$ cat src/rtl/chip8_timers.sv
// rtl/chip8_timers.sv - CHIP-8 delay/sound timers with tick synchroniser and buzzer tone
//
// Purpose: holds the CHIP-8 delay timer (DT) and sound timer (ST). Both count
// down at 60 Hz and stop at 0. The tone generator drives the buzzer while ST is
// non-zero. The 60 Hz divider output is sampled as data in the clk_in domain and
// is never used as a clock.
//
// Ports:
//   clk_in    - system clock; all flops update on its rising edge
//   rst       - asynchronous, active-high reset
//   tick_clk  - 60 Hz level from the clock divider
//   dt_we     - load DT from wdata
//   st_we     - load ST from wdata
//   wdata     - load value for DT/ST
//   dt_value  - current DT, registered
//   st_value  - current ST, registered
//   tick      - one-cycle pulse per detected tick_clk rising edge
//   sound_on  - high while st_value != 0
//   buzzer    - registered square-wave tone
module chip8_timers #(
  parameter int SYNC_STAGES = 2,
  parameter int TONE_DIV    = 4
) (
  input  logic       clk_in,
  input  logic       rst,
  input  logic       tick_clk,
  input  logic       dt_we,
  input  logic       st_we,
  input  logic [7:0] wdata,
  output logic [7:0] dt_value,
  output logic [7:0] st_value,
  output logic       tick,
  output logic       sound_on,
  output logic       buzzer
);

  localparam int CW = $clog2(TONE_DIV);

  logic [SYNC_STAGES-1:0] sync_q, sync_d;
  logic                   hist_q;
  logic [7:0]             dt_q, dt_d;
  logic [7:0]             st_q, st_d;
  logic [CW-1:0]          cnt_q, cnt_d;
  logic                   buzz_q, buzz_d;

  // Shift tick_clk through the synchroniser chain, stage 0 first.
  always_comb begin
    sync_d    = sync_q;
    sync_d[0] = tick_clk;
    for (int i = 1; i < SYNC_STAGES; i++) begin
      sync_d[i] = sync_q[i-1];
    end
  end

  // Chain and edge history reset to 1: a level already high at reset release
  // must not look like a fresh rising edge.
  always_ff @(posedge clk_in or posedge rst) begin
    if (rst) begin
      sync_q <= '1;
      hist_q <= 1'b1;
    end else begin
      sync_q <= sync_d;
      hist_q <= sync_q[SYNC_STAGES-1];
    end
  end

  assign tick = sync_q[SYNC_STAGES-1] & ~hist_q;

  // A write wins over a coincident tick; decrement stops at 0.
  always_comb begin
    dt_d = dt_q;
    if (dt_we) begin
      dt_d = wdata;
    end else if (tick && (dt_q != 8'd0)) begin
      dt_d = dt_q - 8'd1;
    end
  end

  always_comb begin
    st_d = st_q;
    if (st_we) begin
      st_d = wdata;
    end else if (tick && (st_q != 8'd0)) begin
      st_d = st_q - 8'd1;
    end
  end

  assign sound_on = (st_q != 8'd0);

  // Tone: counter runs 0..TONE_DIV-1 and toggles the buzzer on wrap, giving a
  // 2*TONE_DIV period. Silence clears both so every tone starts in phase.
  always_comb begin
    cnt_d  = cnt_q;
    buzz_d = buzz_q;
    if (!sound_on) begin
      cnt_d  = '0;
      buzz_d = 1'b0;
    end else if (cnt_q == CW'(TONE_DIV - 1)) begin
      cnt_d  = '0;
      buzz_d = ~buzz_q;
    end else begin
      cnt_d  = cnt_q + CW'(1);
    end
  end

  always_ff @(posedge clk_in or posedge rst) begin
    if (rst) begin
      dt_q   <= 8'd0;
      st_q   <= 8'd0;
      cnt_q  <= '0;
      buzz_q <= 1'b0;
    end else begin
      dt_q   <= dt_d;
      st_q   <= st_d;
      cnt_q  <= cnt_d;
      buzz_q <= buzz_d;
    end
  end

  assign dt_value = dt_q;
  assign st_value = st_q;
  assign buzzer   = buzz_q;

endmodule
$ cat config.mk
export PLATFORM = sky130hd
export DESIGN_NAME = chip8_timers
export DESIGN_NICKNAME = d
export VERILOG_FILES = /design/src/rtl/chip8_timers.sv
export SDC_FILE = /design/constraint.sdc
export NUM_CORES = 1
export LEC_CHECK = 0
export ABC_AREA = 0
export BUFFER_PORTS_ARGS = -buffer_cell sky130_fd_sc_hd__buf_2
export CAP_MARGIN = 40
export CORE_UTILIZATION = 30
export CTS_CLUSTER_SIZE = 14
export DETAILED_ROUTE_END_ITERATION = 12
export PLACE_DENSITY = 0.59
export SETUP_SLACK_MARGIN = 0.02
export SLEW_MARGIN = 0
export SYNTH_ARGS = -nofsm -noshare
export SYNTH_HDL_FRONTEND = slang
export SYNTH_SLANG_ARGS = --single-unit
$ cat constraint.sdc
create_clock -name clk_in -period 1.7 [get_ports clk_in]
set_input_delay 0.34 -clock clk_in [delete_from_list [all_inputs] [get_ports clk_in]]
set_output_delay 0.34 -clock clk_in [all_outputs]
set_load 0.01 [all_outputs]
==> results by group <==
Final layout
  – Area grow syn2layout: 42.2%
  – Sequential Area: 554 um2
  – Number of inserted diodes: 0
  – Multi-input gate area: 676 um2
  – Fillers: 362
  – Post-route insts no fill: approximately 230
  – NumNets Final: 204
  – Final instance area: 1760 um2
  – Layout cell share with drive strength beyond 1: between 40% and 50%

Pwr
  – Cell Int Power: 1.05 mW
  – NetSw: 449 uW
  – P_leak: 0.816 nW
  – Clock power frac: 25.0%
  – Switch share: 30.0%
  – PwrDens: 850 nW/um2
  – Sequential power share: 44.0%
  – Worst VDD drop: 313 uV
  – Combinational power share: 31.0%

Logic synthesis
  – Post-synth ARST share: 100%
  – Post-synth top cells: dfrtp_1 (19), nand2_1 (14), inv_1 (8), o21ai_0 (8), nor3_1 (7)
  – Yosys cell types: 42
  – Count leader, synth: dfrtp_1
  – Syn_nets: between 100 and 150
  – Yosys top cell by area: dfrtp_1
  – Avg Synthesized Cell Area: 9.66 um2
  – EDFF count, synth: 0
  – Sequential cell area fraction in the yosys report: roughly 45%
  – Yosys top cell area share: 38.5%
  – Synthesis-stage register bit count: 22
  – Main synth FF type: dfrtp_1
  – Syn Std Cell Area: 1240 um2
  – Synth area leaders: dfrtp_1 (38%), dfstp_2 (6.4%), nand2_1 (4.3%)
  – Cells after Synth: 128
  – YS warnings: 0

Clock tree
  – Clock Tree Root: clkbuf_8
  – Clk_lat worst skew: 0.26 ns
  – CTS Buf Count: 3
  – Clock sink count: 22
  – H-tree levels: 1
  – # hold bufs at CTS: 0
  – Worst-path clk slew: 0.08 ns
  – Clock Path Buffers: 2
  – CTS tree: built

Global route
  – Initial antenna violation count: 0
  – Gr ovfl total: 0
  – Number of global-route vias before repair: 1083
  – First-pass GRT wire length: slightly below 5000 um
  – Largest net degree at the start of global routing: 23
  – Gr usage total: between 10% and 20%

Floorplanning
  – Site row count: 22
  – Initial Util: 32.5%
  – Die Area: roughly 4400 um2
  – Die Wd: 66.2 um
  – IO Pins: 32
  – Area of the core: 3800 um2
  – Die H: roughly 66 um

Worst setup path
  – CP peak stage delay: 0.57 ns
  – Slowest CP cell: or4_4
  – Critical Path Source Type: register
  – Critical path peak fanout: 2
  – Worst Path Arrival: 1.54 ns
  – Crit-path cells: or4_4 -> nor3_4 -> inv_2 -> buf_6
  – Crit. End Element: primary output
  – Crit Path Class: register to primary output
  – Crit path required time: approximately 1.4 ns

Timing
  – RSZ-0062 raised after global routing: true
  – Post-route setup TNS: -0.271 ns
  – Worst clock skew: about 0.00093 ns
  – Fmax: 0.531 GHz
  – Worst-margin pin slew: 0.366 ns
  – Tmin final: 1.88 ns
  – Slew Limit Fails: 0
  – Setup slack after layout: -0.182 ns
  – Worst slew margin: 75.0%
  – Final period util: 111%
  – Number of setup violations in the final report: 2
  – Hold Vio Cnt, Final: 0

Drt
  – Initial DRC count: 23
  – Router iterations before antenna repair: 5
  – Routed vias: between 1000 and 1500
  – Routed Antenna Nets: 0
  – Routed WL: 3000 um
  – Routed WL per cell: 12.8 um
  – Avg Vias per Cell: approximately 5
  – # DRC: 0

Placed design
  – Number of buffers added on ports: 31
  – GP Congestion: 0.822
  – Dpl cell area: ~1600 um2
  – HPWL after DPL: 2220 um
  – Placed insts: 219

Status
  – Status: finished with violations
  – Failing checks: setup timing

Min path
  – Worst hold path class: primary input to async pin

Job
  – Max_cap viols: 0
worst max-delay path: cells and delay by family, from the launching register on:
kind | cells | cell delay, ns
AND/OR/NAND/NOR | 2 | 0.73
flip-flops | 1 | 0.38
buffers and inverters | 2 | 0.16
layout make-up:
cell class	instances	area share (%)
clock buffer	4	3.13
sequential	22	31.5
inverter	9	1.92
multi-input combinational	93	38.4
timing repair buffer	58	21.6
tap	48	3.42
layout by cell type, fill, tap and decap left out, types with 2 or more instances in the layout:
cell type,n
nand2b_4,2
buf_2,30
nor2_1,5
buf_4,23
a221o_1,3
inv_2,4
nor3b_1,2
or4_4,3
dfrtp_1,19
buf_6,5
o21a_1,2
xnor2_1,3
ha_2,2
nand3_1,2
nand2b_1,2
nor3_1,6
and4bb_2,2
inv_1,5
a21oi_1,5
a21boi_0,2
nand2_1,14
o21ai_1,3
o21ai_0,8
nor2b_1,3
ha_1,2
dfstp_2,3
clkbuf_8,4
repair_timing:
action,4_1_cts,5_1_grt
endpoints found under the setup margin,3,10
pin swaps,2,5
buffers inserted,6,5
resized for setup,5,13
layer usage:
metal | wire length, um | global-route usage, % | up-vias
met5 | 0 | 0 | -
met4 | 36 | 6.12 | 0
met3 | 132 | 2.59 | 4
met2 | 1430 | 22.8 | 25
met1 | 1400 | 19.7 | 560
li1 | - | - | 575
metrics by stage:
stage | hold slack, ns | setup WS [ns] | util (%) | total power [mW]
after floorplan | 0.327 | -0.00731 | - | 0.903
after global placement | 0.349 | 0.00117 | 41.0 | 1.07
after detailed placement | 0.354 | -0.0373 | 41.0 | 1.08
after CTS | 0.109 | -0.231 | 44.1 | 1.49
after global routing | 0.123 | -0.260 | 46.3 | 1.59
final | 0.0999 | -0.182 | 46.3 | 1.49
path summary, 6_finish.rpt:
path                                   from     endpoint  slack, ns  depth (start not counted)
worst max-delay path            st_value[3]     sound_on      -0.18                          4
worst min-delay path                    rst  st_value[0]        0.1                          3
worst max register to register  st_value[0]  st_value[5]      -0.09                          9
worst min register to register    sync_q[0]    sync_q[1]       0.37                          0
max in group asynchronous               rst       hist_q       1.32                          3
min in group clk_in                tick_clk    sync_q[0]       0.17                          1
logic make-up after synthesis:
group                    share of synthesized area (%)
AND/OR/NAND/NOR                                   26.4
AO/OA/AOI/OAI                                     17.1
flip-flops                                        44.8
buffers and inverters                             3.95
XOR/XNOR                                          2.83
adder cells (fa/ha/maj)                           4.05
multiplexers                                     0.810
flip-flops by register name (all words and copies together) (netlist names):
signal and flops:
dt_value 8, st_value 8, cnt_q 2, sync_q 2, buzzer 1, hist_q 1
power by group through the flow:
| stage | Sequential, mW | Clock, mW | Combinational, mW |
|---|---|---|---|
| 6_report | 0.657 | 0.374 | 0.463 |
| 5_1_grt | 0.668 | 0.412 | 0.512 |
| 4_1_cts | 0.655 | 0.385 | 0.446 |
| 3_5_place_dp | 0.667 | 0 | 0.414 |
| 3_3_place_gp | 0.660 | 0 | 0.405 |
| 2_1_floorplan | 0.691 | 0 | 0.212 |
(Power assumes the default switching activity.)
